<file path="config.mk">
export PLATFORM = sky130hd
export DESIGN_NAME = pipeline_ctrl
export DESIGN_NICKNAME = d
export VERILOG_FILES = /design/src/rtl/pipe_ctrl_pkg.sv /design/src/rtl/pipeline_ctrl_watchdog.sv /design/src/rtl/pipeline_ctrl.sv
export SDC_FILE = /design/constraint.sdc
export NUM_CORES = 1
export LEC_CHECK = 0
export BUFFER_PORTS_ARGS = -buffer_cell sky130_fd_sc_hd__buf_2
export CAP_MARGIN = 20
export CORE_MARGIN = 3
export CORE_UTILIZATION = 41
export DETAILED_ROUTE_END_ITERATION = 12
export PLACE_DENSITY = 0.81
export SLEW_MARGIN = 15
export SYNTH_ARGS = -nofsm -noshare
export SYNTH_HDL_FRONTEND = slang
export SYNTH_SLANG_ARGS = --single-unit
</file>
<file path="constraint.sdc">
create_clock -name clk -period 2.27 [get_ports clk]
set_input_delay 0.227 -clock clk [delete_from_list [all_inputs] [get_ports clk]]
set_output_delay 0.227 -clock clk [all_outputs]
set_load 0.01 [all_outputs]
</file>
<file path="src/rtl/pipe_ctrl_pkg.sv">
// Shared encodings for the pipeline sequencer: stall vectors, exception codes,
// FSM states and the stall priority merge.
package pipe_ctrl_pkg;

  localparam logic [5:0] STALL_NONE = 6'b000000;
  localparam logic [5:0] STALL_IF   = 6'b000111;
  localparam logic [5:0] STALL_ID   = 6'b000111;
  localparam logic [5:0] STALL_EX   = 6'b001111;
  localparam logic [5:0] STALL_MEM  = 6'b011111;

  localparam logic [31:0] EXC_INT     = 32'h0000_0001;
  localparam logic [31:0] EXC_SYSCALL = 32'h0000_0008;
  localparam logic [31:0] EXC_INST    = 32'h0000_000a;
  localparam logic [31:0] EXC_OV      = 32'h0000_000c;
  localparam logic [31:0] EXC_TRAP    = 32'h0000_000d;
  localparam logic [31:0] EXC_ERET    = 32'h0000_000e;

  typedef enum logic [0:0] {
    ST_RUN     = 1'b0,
    ST_RECOVER = 1'b1
  } ctrl_state_t;

  // Deepest requesting stage wins; bit 5 (WB) is never stalled.
  function automatic logic [5:0] stall_encode(input logic req_if, input logic req_id,
                                              input logic req_ex, input logic req_mem);
    logic [5:0] vec;
    if (req_mem) begin
      vec = STALL_MEM;
    end else if (req_ex) begin
      vec = STALL_EX;
    end else if (req_id) begin
      vec = STALL_ID;
    end else if (req_if) begin
      vec = STALL_IF;
    end else begin
      vec = STALL_NONE;
    end
    return vec;
  endfunction

endpackage

</file>
<file path="src/rtl/pipeline_ctrl_watchdog.sv">
// stall_watchdog: 16-bit saturating run-length counter of stalled cycles with a
// sticky flag that sets once the run reaches TIMEOUT.
module stall_watchdog
  import pipe_ctrl_pkg::*;
#(
  parameter int unsigned TIMEOUT = 1023
) (
  input  logic clk,
  input  logic rst,
  input  logic inc,
  input  logic clr,
  output logic timeout
);

  localparam logic [15:0] LIMIT = 16'(TIMEOUT);

  logic [15:0] cnt_r;
  logic [15:0] cnt_nxt_s;
  logic        timeout_r;

  // Next run length: clear wins, otherwise count up and hold at all-ones.
  always_comb begin
    cnt_nxt_s = cnt_r;
    if (clr) begin
      cnt_nxt_s = 16'h0000;
    end else if (inc && (cnt_r != 16'hFFFF)) begin
      cnt_nxt_s = cnt_r + 16'h0001;
    end else begin
      cnt_nxt_s = cnt_r;
    end
  end

  // Counter and sticky flag; only reset can drop the flag.
  always_ff @(posedge clk or negedge rst) begin
    if (!rst) begin
      cnt_r     <= 16'h0000;
      timeout_r <= 1'b0;
    end else begin
      cnt_r     <= cnt_nxt_s;
      timeout_r <= timeout_r | (cnt_nxt_s >= LIMIT);
    end
  end

  assign timeout = timeout_r;

endmodule

</file>
<file path="src/rtl/pipeline_ctrl.sv">
// pipeline_ctrl: stall merge, exception flush/redirect, recovery FSM and stall
// watchdog. Define PIPELINE_CTRL_PERF_EN to add the performance counters.
module pipeline_ctrl
  import pipe_ctrl_pkg::*;
#(
  parameter logic [31:0] EXC_VECTOR     = 32'h0000_0020,
  parameter int unsigned RECOVER_CYCLES = 2,
  parameter int unsigned STALL_TIMEOUT  = 1023
) (
  input  logic        clk,
  input  logic        rst,
  input  logic        stallreq_if,
  input  logic        stallreq_id,
  input  logic        stallreq_ex,
  input  logic        stallreq_mem,
  input  logic [31:0] excepttype_i,
  input  logic [31:0] cp0_epc_i,
  output logic [5:0]  stall,
  output logic        flush,
  output logic [31:0] new_pc,
  output logic        stall_timeout,
  output logic        ctrl_busy
`ifdef PIPELINE_CTRL_PERF_EN
  ,
  output logic [31:0] perf_stall_cycles,
  output logic [15:0] perf_flush_count
`endif
);

  localparam logic [2:0] REC_LOAD = 3'(RECOVER_CYCLES - 1);

  ctrl_state_t state_r;
  logic [2:0]  rec_cnt_r;
  logic        busy_r;
  logic        flush_s;
  logic [5:0]  stall_s;
  logic [31:0] new_pc_s;

  // Combinational stall/flush/redirect; an exception in RUN overrides all stalls.
  always_comb begin
    flush_s  = rst && (state_r == ST_RUN) && (excepttype_i != 32'h0000_0000);
    stall_s  = STALL_NONE;
    new_pc_s = 32'h0000_0000;
    if (flush_s) begin
      stall_s  = STALL_NONE;
      new_pc_s = (excepttype_i == EXC_ERET) ? cp0_epc_i : EXC_VECTOR;
    end else if (rst) begin
      stall_s  = stall_encode(stallreq_if, stallreq_id, stallreq_ex, stallreq_mem);
      new_pc_s = 32'h0000_0000;
    end else begin
      stall_s  = STALL_NONE;
      new_pc_s = 32'h0000_0000;
    end
  end

  // Recovery FSM: holds off further flushes while the pipe refills.
  always_ff @(posedge clk or negedge rst) begin
    if (!rst) begin
      state_r   <= ST_RUN;
      rec_cnt_r <= 3'd0;
      busy_r    <= 1'b0;
    end else begin
      case (state_r)
        ST_RUN: begin
          if (flush_s) begin
            state_r   <= ST_RECOVER;
            rec_cnt_r <= REC_LOAD;
            busy_r    <= 1'b1;
          end else begin
            state_r   <= ST_RUN;
            rec_cnt_r <= 3'd0;
            busy_r    <= 1'b0;
          end
        end
        ST_RECOVER: begin
          if (rec_cnt_r == 3'd0) begin
            state_r <= ST_RUN;
            busy_r  <= 1'b0;
          end else begin
            rec_cnt_r <= rec_cnt_r - 3'd1;
            busy_r    <= 1'b1;
          end
        end
        default: begin
          state_r   <= ST_RUN;
          rec_cnt_r <= 3'd0;
          busy_r    <= 1'b0;
        end
      endcase
    end
  end

  stall_watchdog #(
    .TIMEOUT(STALL_TIMEOUT)
  ) u_watchdog (
    .clk    (clk),
    .rst    (rst),
    .inc    (stall_s != STALL_NONE),
    .clr    ((stall_s == STALL_NONE) || flush_s),
    .timeout(stall_timeout)
  );

  assign stall     = stall_s;
  assign flush     = flush_s;
  assign new_pc    = new_pc_s;
  assign ctrl_busy = busy_r;

`ifdef PIPELINE_CTRL_PERF_EN
  logic [31:0] perf_stall_r;
  logic [15:0] perf_flush_r;

  // Free-running wrapping event counters.
  always_ff @(posedge clk or negedge rst) begin
    if (!rst) begin
      perf_stall_r <= 32'h0000_0000;
      perf_flush_r <= 16'h0000;
    end else begin
      if (stall_s != STALL_NONE) begin
        perf_stall_r <= perf_stall_r + 32'h0000_0001;
      end else begin
        perf_stall_r <= perf_stall_r;
      end
      if (flush_s) begin
        perf_flush_r <= perf_flush_r + 16'h0001;
      end else begin
        perf_flush_r <= perf_flush_r;
      end
    end
  end

  assign perf_stall_cycles = perf_stall_r;
  assign perf_flush_count  = perf_flush_r;
`endif

endmodule

</file>
==> key figures, run 1 <==
Detailed routing
  • # DRC: 0
  • Avg WL per Cell: 13.3 um
  • DR iter-0 viols: 32
  • Via Count: ~1800
  • Post-route ant nets: 0
  • Final wirelength: 4760 um
  • Vias per inst: 5.11
  • Detailed Routing Iterations Pass 1: 4

Global route
  • Vias in the first global route: 1590
  • All-Layer GR Usage: 0.193
  • First-pass GRT wire length: 6860 um
  • Global route total overflow: 0
  • Largest net degree at the start of global routing: 32
  • Initial antenna violation count: 0

STA
  • Clock Skew: 3.33 ps
  • RSZ-0062 raised after global routing: no
  • Fmax: 0.494 GHz
  • Final hold vios: 0
  • Hold slack: 379 ps
  • Max-slew violation count: 0
  • Final setup viols: 0
  • Final min period: around 2000 ps
  • Post-route clock period utilization: 0.891
  • Setup_tns: 0 ps

Pwr
  • Leakage: 1.21 nW
  • Power Density: 472 nW/um2
  • Worst vdd ir: 0.569 mV

Die
  • Initial Util: 0.431
  • I/O pin count: 111
  • Die Area: 4660 um2
  • Chip height: 68.3 um
  • Core box area: 3690 um2
  • # rows: 22
  • DIE WIDTH: 68.3 um

Clocking
  • CTS sink count: 21
  • Maximum clock path buffer count: 2
  • CTS tree: built
  • Clk slew on worst S/H paths: 80 ps
  • Max H-tree Level: 1
  • CTS Buf Count: 3
  • Clk_lat worst skew: 260 ps
  • Root Buffer: clkbuf_8

Synthesis
  • Register area share after synthesis: 0.330
  • Post-synthesis compound-gate area fraction: 0.0810
  • Simple-gate share of the synthesized area: 0.429
  • Yosys Warn Count: 0
  • Synth Flop Type: dfrtp_1
  • Yosys cell types: 39
  • Post-Synth XOR/XNOR Area: 0.0606
  • Post-synthesis mux area share: 0.0126
  • Synth Instances: 200
  • Asr flop ratio synth: 1.00
  • Largest family of logic cells by synthesized area: simple AND/OR/NAND/NOR gates
  • Number of synthesized flops with an enable pin: 0
  • Mapped cell area: between 1500 and 2000 um2
  • Synth Area in Adders: 0.0236
  • Synth Register Bits: 21
  • Syn nets: ~270
  • Mean Syn Cell Area: between 7 and 8 um2

Run status
  • Status: finished, final reports clean

Placement
  • RePlAce Congestion: 0.901
  • PortBufs: ~110
  • HPWL after detailed placement: 3760 um

Worst setup path
  • Crit path top cell by count: buf_2
  • CP Cell Sequence: dlygate4sd3_1 > buf_2 > and3_1 > buf_4 > and2_1 > buf_2
  • CP bufs+invs: 4
  • CP Launch Type: input port
  • Max incr delay on CP: between 500 and 600 ps
  • Kind of critical path: input port to output port
  • Crit path max-delay family: buffers and inverters
  • Arrival time worst endpoint: 1800 ps
  • Critical path fanouts, max: 31
  • Data required time of the worst path: 2040 ps
  • Critical path's slowest cell: dlygate4sd3_1
  • Worst Setup End Kind: output port

Job
  • Max-Cap Viols: 0

Finish
  • Synthesis-to-layout area growth: 41.1%
  • Most common cell after layout, fill and taps aside: buf_2
  • Layout cells sized above 1: 0.395
  • Most frequent cells in the layout: buf_2, nor2_1, and2_1, dfrtp_1, inv_1
  • Final nets: 385
  • Ant diodes: 0

Hold path
  • Worst Hold Class: input port to async pin
[power breakdown]
group          total [W]  switching (W)  internal [W]
clock           0.000250       0.000126      0.000124
sequential      0.000445      0.0000324      0.000412
combinational   0.000365       0.000207      0.000158
total            0.00106       0.000365      0.000695
[synth_stat cells, drive strengths merged (6+ instances only)]
cell | number | area [um2]
inv | 11 | 41.3
a21oi | 8 | 40.0
dfrtp | 21 | 526
nor2 | 31 | 116
and2 | 31 | 194
nand3 | 8 | 40.0
buf | 6 | 43.8
nor3 | 7 | 40.0
nor4 | 10 | 77.6
nand2 | 10 | 40.0
xor2 | 8 | 70.1
o21ai | 8 | 40.0
nand4 | 9 | 71.3
[worst register-to-register path: stages, from the launching register on]
cell and delay (ps):
dfrtp_1 410, nand4_1 300, nor4_4 430, buf_4 190, nand2_2 50, o21ai_0 90
nand4b_1 160, a32oi_1 230
[sequential cells by signal, indices dropped and copies added, names as in the netlist]
register            flops
ctrl_busy               1
rec_cnt_r               3
u_watchdog.cnt_r       16
u_watchdog.timeout      1
[cells by family after synthesis]
group,after synthesis
muxes,2
other,1
AOI/OAI and AO/OA,22
xor gates and xnor gates,11
DFF,21
and+or+nand+nor,120
adders and majority gates,3
buffers and inverters,20
[per-layer routing]
layer | share of wire | track usage | vias up
met5 | 0 | 0 | -
met4 | 0.0057 | 0.0372 | 0
met3 | 0.095 | 0.0394 | 4
met2 | 0.51 | 0.366 | 83
met1 | 0.39 | 0.223 | 840
li1 | - | - | 908
[stage by stage]
stage	power (W)	utilization	setup WS [ps]	std cells	area, um2
after global placement	0.000801	0.593	234	354	2190
final	0.00106	0.609	247	359	2240
after global routing	0.00114	0.609	32.3	359	2240
after detailed placement	0.000819	0.593	193	354	2190
after floorplan	0.000675	-	402	200	1590
after CTS	0.00108	0.609	193	359	2240
[cell type report]
cell class	count	area, um2
repair buffers	116	601
flip-flops and latches	21	526
clock buffers	3	41.3
fillers	316	1440
well taps	48	60.1
inverters	11	41.3
clock inverters	1	7.51
multi-input cells	159	968
[worst paths after layout]
| path | startpoint | to | slack [ps] | cells after the start |
|---|---|---|---|---|
| setup reg to reg | u_watchdog.cnt_r[13] | u_watchdog.timeout | 320 | 7 |
| hold / removal | rst | u_watchdog.cnt_r[14] | 380 | 2 |
| min in group clk | stallreq_ex | u_watchdog.cnt_r[8] | 510 | 4 |
| hold reg to reg | rec_cnt_r[2] | rec_cnt_r[2] | 520 | 2 |
| setup / recovery | rst | new_pc[7] | 250 | 6 |
| max in group asynchronous | rst | u_watchdog.cnt_r[10] | 1440 | 3 |
[what timing repair did]
item	in CTS	in global routing
endpoints found under the hold margin	10	0
resized for setup	0	0
endpoints found under the setup margin	0	0
buffers inserted	0	0
hold buffers	1	0
No activity file was read; power rests on OpenSTA's default activity.
==> run 2: changes to the inputs <==
CORE_UTILIZATION = 45   (was 41)
PLACE_DENSITY = 0.88   (was 0.81)
clock period = 2.4 ns   (was 2.27 ns; I/O delays follow)
==> run 2 against run 1 <==
Against the previous run:
- sequential share of layout area rose by 0.45 points
- clock power fell by 36%
- worst hold slack got worse by 15 ps
- first-iteration DRC count rose to 3.0 times the previous value
- global-route usage rose by 2.3 points
- flip-flop and latch count did not move
- die area fell by 8.1%
- cell area fell by 1.9%
- highest routed layer unchanged
- register-to-register slack barely moved
- wire length rose by 0.65%
- combinational power fell by 6.6%
- cell count fell by 1.7%
==> key figures, run 2 (same netlist as run 1, synthesis figures left out) <==
Run status
  • Status: finished, final reports clean

Finish
  • Final nets: between 300 and 400
  • Largest register FFs: 16
  • Synthesis-to-layout area growth: 38.5%
  • Largest registers: u_watchdog.cnt_r x16, rec_cnt_r x3
  • Ant diodes: 0
  • Cell area after layout: 2200 um2
  • Biggest register: u_watchdog.cnt_r
  • Most common cell after layout, fill and taps aside: buf_2
  • Layout cells sized above 1: 0.388
  • Finished Core Util: 0.688
  • Most frequent cells in the layout: buf_2, nor2_1, and2_1, dfrtp_1, inv_1

Clocking
  • Clk_lat worst skew: ~290 ps
  • Setup Fix Bufs, Post-CTS: 0
  • Max H-tree Level: 1
  • CTS Buf Count: 3
  • Post-CTS resize count: 0
  • CTS sink count: 21
  • CTS tree: built
  • Root Buffer: clkbuf_4
  • Maximum clock path buffer count: 2
  • Clk slew on worst S/H paths: 100 ps

Detailed routing
  • Final wirelength: 4790 um
  • Avg WL per Cell: 13.6 um
  • Detailed Routing Iterations Pass 1: 4
  • # DRC: 0
  • DR iter-0 viols: 97
  • Vias per inst: between 5 and 6
  • Post-route ant nets: 0
  • Via Count: 1853

Worst setup path
  • Arrival time worst endpoint: 2290 ps
  • Worst Setup End Kind: register
  • Kind of critical path: register to register
  • CP Launch Type: register
  • Critical path fanouts, max: 7
  • Data required time of the worst path: 2610 ps

Die
  • Core box area: 3200 um2
  • Chip height: 65.4 um
  • Initial Util: 0.496
  • I/O pin count: 111
  • Die Area: ~4300 um2
  • # rows: 20
  • DIE WIDTH: 65.4 um

STA
  • Clock Skew: 1.30 ps
  • Setup_tns: 0 ps
  • Final setup viols: 0
  • RSZ-0062 raised after global routing: no
  • Max-slew violation count: 0
  • Fmax: 0.482 GHz
  • Hold slack: 364 ps
  • Final min period: 2070 ps
  • Final hold vios: 0
  • Post-route clock period utilization: 0.864

Job
  • Max-Cap Viols: 0

Placement
  • PortBufs: 109
  • RePlAce Congestion: 0.869
  • HPWL after detailed placement: 3980 um
  • Placed instance area: ~2200 um2

Global route
  • Global route total overflow: 0
  • Vias in the first global route: 1649
  • All-Layer GR Usage: 0.216
  • Largest net degree at the start of global routing: 32
  • First-pass GRT wire length: 7330 um
  • Initial antenna violation count: 0

Pwr
  • Power Density: 418 nW/um2
  • Leakage: around 1.2 nW
  • Worst vdd ir: roughly 0.42 mV
  • Total power: 0.000920 W

Hold path
  • Worst Hold Class: input port to async pin
## run 2: layout make-up
type / instances / area (um2)
clock buffers: 4 / 26.3
fillers: 283 / 1000
inverters: 11 / 41.3
multi-input cells: 159 / 968
flip-flops and latches: 21 / 526
well taps: 44 / 55.1
repair buffers: 114 / 586
## run 2: power by group
group / switching [W] / total (W) / internal (W) / leakage (nW)
logic: 0.000195 / 0.000341 / 0.000146 / 0.896
registers: 0.0000298 / 0.000420 / 0.000390 / 0.282
clock network: 0.0000942 / 0.000159 / 0.0000647 / 0.0150
total: 0.000319 / 0.000920 / 0.000601 / 1.19
## run 2: path summary, 6_finish.rpt
kind / from / end / slack, ps / depth (start not counted)
worst max-delay path: u_watchdog.cnt_r[0] / u_watchdog.timeout / 330 / 7
worst min-delay path: rst / u_watchdog.cnt_r[15] / 360 / 2
worst max register to register: u_watchdog.cnt_r[0] / u_watchdog.timeout / 330 / 7
worst min register to register: rec_cnt_r[2] / rec_cnt_r[2] / 530 / 2
max in group asynchronous: rst / u_watchdog.timeout / 1600 / 3
min in group clk: stallreq_ex / u_watchdog.cnt_r[13] / 500 / 4
## run 2: worst max-delay path, stage by stage, from the launching register on
cell and delay (ps):
dfrtp_1 470, ha_1 320, nand3_1 190, nor4_4 370
nor3_2 80, xnor2_1 150, nand4b_1 200, a32oi_1 220
## run 2: routing by layer
metal	wire (um)	vias to the layer above	GRT usage
met5	0	-	0
met4	129	0	0.0855
met3	539	12	0.0632
met2	2320	114	0.375
met1	1790	824	0.249
li1	-	903	-
## run 2: timing repair
action,in CTS,in global routing
hold endpoints to repair,11,0
hold buffers,1,0
endpoints found under the setup margin,0,0
## run 2: through the flow
| step | instances | setup WS (ps) |
|---|---|---|
| floorplan | 200 | 506 |
| finish | 353 | 326 |
| CTS | 353 | 329 |
| global placement | 348 | 396 |
| global route | 353 | 161 |
| detailed placement | 348 | 347 |
